<file path="src/rtl/tile_result_serializer.sv">
// Drain stage for the tile array: captures a full result block plus its
// address and streams it out one word per cycle. An active slot drains while
// a pending slot holds the next block, so consecutive blocks leave with no bubble.
module tile_result_serializer #(
  parameter int unsigned BLOCK_BITS = 3,
  parameter int unsigned ADDR_BITS  = 6,
  parameter int unsigned WORD_BITS  = 16,
  localparam int unsigned TILES     = 1 << (2 * BLOCK_BITS),
  localparam int unsigned IDX_BITS  = 2 * BLOCK_BITS
) (
  input  logic                       clk,
  input  logic                       rst,
  input  logic                       in_valid,
  output logic                       in_ready,
  input  logic [WORD_BITS*TILES-1:0] in_block,
  input  logic [ADDR_BITS-1:0]       in_addr,
  output logic                       out_valid,
  input  logic                       out_ready,
  output logic [WORD_BITS-1:0]       out_data,
  output logic [IDX_BITS-1:0]        out_index,
  output logic [ADDR_BITS-1:0]       out_addr,
  output logic                       out_last,
  output logic                       busy
);

  logic [WORD_BITS*TILES-1:0] a_block_q, a_block_d;
  logic [ADDR_BITS-1:0]       a_addr_q, a_addr_d;
  logic [IDX_BITS-1:0]        idx_q, idx_d;
  logic                       a_valid_q, a_valid_d;
  logic [WORD_BITS*TILES-1:0] p_block_q, p_block_d;
  logic [ADDR_BITS-1:0]       p_addr_q, p_addr_d;
  logic                       p_valid_q, p_valid_d;

  logic in_hs, out_hs, at_last;

  assign in_ready = ~p_valid_q;
  assign in_hs    = in_valid & in_ready;
  assign out_hs   = a_valid_q & out_ready;
  assign at_last  = (idx_q == IDX_BITS'(TILES - 1));

  assign out_valid = a_valid_q;
  assign out_data  = a_block_q[WORD_BITS * 32'(idx_q) +: WORD_BITS];
  assign out_index = idx_q;
  assign out_addr  = a_addr_q;
  assign out_last  = a_valid_q & at_last;
  assign busy      = a_valid_q | p_valid_q;

  // Slot bookkeeping: advance the index on accepts, hand P to A on the last
  // word, and route incoming blocks to whichever slot is free.
  always_comb begin
    a_block_d = a_block_q;
    a_addr_d  = a_addr_q;
    idx_d     = idx_q;
    a_valid_d = a_valid_q;
    p_block_d = p_block_q;
    p_addr_d  = p_addr_q;
    p_valid_d = p_valid_q;

    if (out_hs && at_last) begin
      idx_d = '0;
      if (p_valid_q) begin
        // in_ready is low here, so no input can race the handoff
        a_block_d = p_block_q;
        a_addr_d  = p_addr_q;
        p_valid_d = 1'b0;
      end else if (in_hs) begin
        a_block_d = in_block;
        a_addr_d  = in_addr;
      end else begin
        a_valid_d = 1'b0;
      end
    end else begin
      if (out_hs) begin
        idx_d = idx_q + 1'b1;
      end
      if (in_hs) begin
        if (!a_valid_q) begin
          a_block_d = in_block;
          a_addr_d  = in_addr;
          a_valid_d = 1'b1;
          idx_d     = '0;
        end else begin
          p_block_d = in_block;
          p_addr_d  = in_addr;
          p_valid_d = 1'b1;
        end
      end
    end
  end

  // State registers with asynchronous clear.
  always_ff @(posedge clk or negedge rst) begin
    if (!rst) begin
      a_block_q <= '0;
      a_addr_q  <= '0;
      idx_q     <= '0;
      a_valid_q <= 1'b0;
      p_block_q <= '0;
      p_addr_q  <= '0;
      p_valid_q <= 1'b0;
    end else begin
      a_block_q <= a_block_d;
      a_addr_q  <= a_addr_d;
      idx_q     <= idx_d;
      a_valid_q <= a_valid_d;
      p_block_q <= p_block_d;
      p_addr_q  <= p_addr_d;
      p_valid_q <= p_valid_d;
    end
  end

endmodule

</file>
<file path="config.mk">
export PLATFORM = sky130hd
export DESIGN_NAME = tile_result_serializer
export DESIGN_NICKNAME = d
export VERILOG_FILES = /design/src/rtl/tile_result_serializer.sv
export SDC_FILE = /design/constraint.sdc
export NUM_CORES = 2
export LEC_CHECK = 0
export BUFFER_PORTS_ARGS = -buffer_cell sky130_fd_sc_hd__clkbuf_2
export CAP_MARGIN = 20
export CORE_MARGIN = 1.5
export CORE_UTILIZATION = 30
export DETAILED_ROUTE_END_ITERATION = 8
export PLACE_DENSITY = 0.44
export SETUP_SLACK_MARGIN = 0.15
export SLEW_MARGIN = 40
export SYNTH_ARGS = -nofsm -noshare
export SYNTH_HDL_FRONTEND = slang
export SYNTH_SLANG_ARGS = --single-unit
</file>
<file path="constraint.sdc">
create_clock -name clk -period 2.7 [get_ports clk]
set_input_delay 0 -clock clk [delete_from_list [all_inputs] [get_ports clk]]
set_output_delay 0 -clock clk [all_outputs]
set_load 0.01 [all_outputs]
</file>
==> impl_metrics.tcl <==
set metrics [dict create \
    status "finished, violations left" \
    violations "setup timing" \
    finalCritPeriodShare 1.40 \
    worst_pin_slew_ns 0.740 \
    max_cap_violations 0 \
    grt_pass1_vias 83500 \
    cp-start-kind "flip-flop" \
    critical_path_class "flip-flop to output pin" \
    combPwrFrac 0.072 \
    p_int_w 0.0538 \
    grt_max_degree 123 \
    ir_drop_uv 575 \
    finalSetupViolCount 2077 \
    avgSynthCellArea_um2 10.9 \
    drt-initial-drc-count 6307 \
    crit_required_ns 2.70 \
    cts.sinks 2068 \
    clockRootBuffer "clkbuf_16" \
    worstPathMaxFanout 5 \
    max_freq_ghz 0.264 \
    syn_area_um2 93300 \
    io_pins 1066 \
    regToRegSetupSlack_ns -0.54 \
    rows 204 \
    grt_pass1_wl_um 574000 \
    maxSlewViolCount 0 \
    finalClockSkew_ns 0.0814 \
    yosysUniqueCellTypes 36 \
    overflow 0 \
    r2r-end "p_block_q[544]$_DFFE_PN0P_" \
    crit_arrival_ns 3.79 \
    grt_use_total 0.244 \
    viasPerCell 5.03 \
    critPathCaptureType "output pin" \
    slew_headroom 0.507 \
    layout-drive-gt1-share 0.293 \
    rr_worst_depth 15 \
    power.leakage_nw 66.2 \
    syn_nets 9571 \
    drc 0 \
    final_util 0.454 \
    rsz0062_at_grt "true" \
    min_to "p_block_q[868]$_DFFE_PN0P_" \
    path_clk_slew_ns 0.06 \
    synthCells 8536 \
    holdPathStages 3 \
    htreeDepth 4 \
    hold_viol_final 0 \
    die_y_um 561 \
    r2r-start "out_index[0]$_DFF_PN0_" \
    num-nets-final 13000 \
    power_switching_share 0.235 \
    die_area_um2 314000 \
    clkPwrFrac 0.488 \
    seqPwrFrac 0.441 \
    wirelength_um 395000 \
    setup_slack_ns -1.09 \
    core_area_um2 309000 \
    cts_tree "yes" \
    min_path_type "input port to flip-flop" \
    wl_per_cell_um 24.1 \
    ant_nets 0 \
    gp_congestion 0.860 \
    min_from "in_block[868]" \
    cts_buffers 241 \
    dr.pass1.iters 5 \
    grt_antenna_before_repair 132 \
    p_per_area_nw_per_um2 501 \
    portBuffers 1065 \
    clockBufferDepth 4 \
    hpwl_um 278000 \
    fin_crit_ns 3.79 \
    fillers 28600 \
    hold_slack_ns 0.0300 \
    yosysWarnings 0 \
    vias 82200 \
    power.net_switching_w 0.0165 \
    areaGrowthSynthToFinish_pct 50.4 \
    ys_ff_latch 2068 \
    ys_seq_area_frac 0.555 \
    initial_core_util 0.302 \
    worstSkewPairLatency_ns 0.94 \
    fp.dieW_um 561 \
    pre_cts_ws_ns -0.724 \
]
==> logic make-up (layout without fill, tap and decap cells) <==
group	after synthesis	in the layout	synth area share
AO/OA/AOI/OAI	1259	1259	0.0873
multiplexers	1382	1382	0.188
other	0	70	0
AND/OR/NAND/NOR	3136	3136	0.127
XOR/XNOR	5	5	0.000470
adder cells (fa/ha/maj)	1	1	0.000134
buffers and inverters	685	4322	0.0423
flip-flops	2068	2068	0.555
==> how the worst max path moves through the flow <==
stage             endpoint                    from  slack (ns)
5_1_grt        out_data[6]  out_index[0]$_DFF_PN0_       -1.17
3_5_place_dp   out_data[7]  out_index[0]$_DFF_PN0_       -0.72
4_1_cts        out_data[6]  out_index[0]$_DFF_PN0_       -1.19
2_1_floorplan  out_data[3]  out_index[0]$_DFF_PN0_        0.51
3_3_place_gp   out_data[6]  out_index[0]$_DFF_PN0_        -1.0
6_report       out_data[6]  out_index[0]$_DFF_PN0_       -1.09
==> critical path, stage by stage (launching register included) <==
cell and delay (ns):
dfrtp_4 0.49, buf_12 0.15, buf_12 0.14, buf_8 0.13
mux4_2 0.47, mux2_4 0.30, a221oi_2 0.27, buf_4 0.20
buf_6 0.11, a31oi_4 0.06, buf_6 0.20, a21o_4 0.22
buf_6 0.12
==> per-layer routing <==
layer | global-route usage | wire length (um)
met5 | 0 | 527
met4 | 0.0870 | 14600
met1 | 0.335 | 176000
met3 | 0.0371 | 20700
met2 | 0.392 | 183000
==> synth_stat cells, drive strengths merged <==
cell type	number	area, um2
o22ai	16	100
xor2	3	26.3
clkbuf	195	739
and4	2	17.5
nand2	2082	7820
a221oi	32	280
a22oi	16	120
o21ai	16	80.1
o221ai	16	140
ha	1	12.5
dfrtp	2068	51700
a2bb2oi	16	140
and2	4	25.0
mux2i	128	1280
nand3b	1	7.51
o22a	1	8.76
inv	3	11.3
a21oi	18	90.1
a22o	17	149
xnor2	2	17.5
mux2	1062	12000
nand3	4	20.0
a31oi	1046	6540
nor2	1040	3910
mux4	192	4320
or3b	1	8.76
a21o	17	128
buf	487	3190
a211oi	48	360
nor2b	2	12.5
==> placed cells by master (no fill, tap or decap), types with 10 or more instances in the layout <==
master	instances
nor2_1	1037
a2bb2oi_1	14
a31oi_4	14
a211oi_2	22
nand2_1	2080
diode_2	70
a31oi_1	1031
a22o_1	12
a211oi_1	21
dfrtp_1	2063
mux4_2	192
mux2_4	14
a221oi_1	14
buf_6	40
buf_12	224
clkbuf_16	262
a21oi_1	17
bufinv_16	23
buf_8	23
mux2_2	1048
buf_16	52
o22ai_1	14
clkbuf_8	56
mux2i_1	126
clkbuf_1	54
clkbuf_2	1058
bufbuf_16	11
a21o_1	10
o21ai_0	11
buf_4	393
clkinv_2	45
dlygate4sd3_1	2053
o221ai_1	15
==> per-stage QoR <==
| step | TNS, ns | power [W] | cells | instance area, um2 |
|---|---|---|---|---|
| detailed placement | -217.94 | 0.0341 | 13700 | 107000 |
| CTS | -222.53 | 0.0711 | 16200 | 139000 |
| global placement | -211.49 | 0.0341 | 13700 | 107000 |
| floorplan | 0 | 0.0319 | 8536 | 93300 |
| finish | -634.13 | 0.0703 | 16400 | 140000 |
| global route | -852.43 | 0.0726 | 16300 | 140000 |
==> power by group through the flow <==
stage	logic [W]	clock network [W]	registers [W]
6_report	0.00503	0.0343	0.0310
5_1_grt	0.00540	0.0363	0.0310
4_1_cts	0.00502	0.0351	0.0310
3_5_place_dp	0.00253	0	0.0316
3_3_place_gp	0.00250	0	0.0316
2_1_floorplan	0.000309	0	0.0316
==> repair_timing <==
action | CTS | global route
pin swaps | 32 | 12
hold endpoints to repair | 4033 | 0
hold buffers | 2054 | 0
gates cloned | 34 | 25
gates resized for setup | 199 | 99
endpoints found under the setup margin | 2079 | 2078
buffers inserted | 44 | 41
==> flip-flops by register name (all words and copies together) (netlist names) <==
| name | flops |
|---|---|
| out_valid | 1 |
| out_addr | 6 |
| a_block_q | 1024 |
| p_addr_q | 6 |
| p_block_q | 1024 |
| out_index | 6 |
| p_valid_q | 1 |
==> cell type report <==
type                       count  area (um2)  area share
antenna                       70         175     0.00125
multi-input combinational   5783       38500       0.274
clock inverter                91        1290     0.00920
clock buffer                 348        6960      0.0496
sequential                  2068       51800       0.369
timing repair buffer        3880       36400       0.260
tap                         4120        5150      0.0367
inverter                       3        11.3   0.0000803
Power figures use the tool's default switching activity.
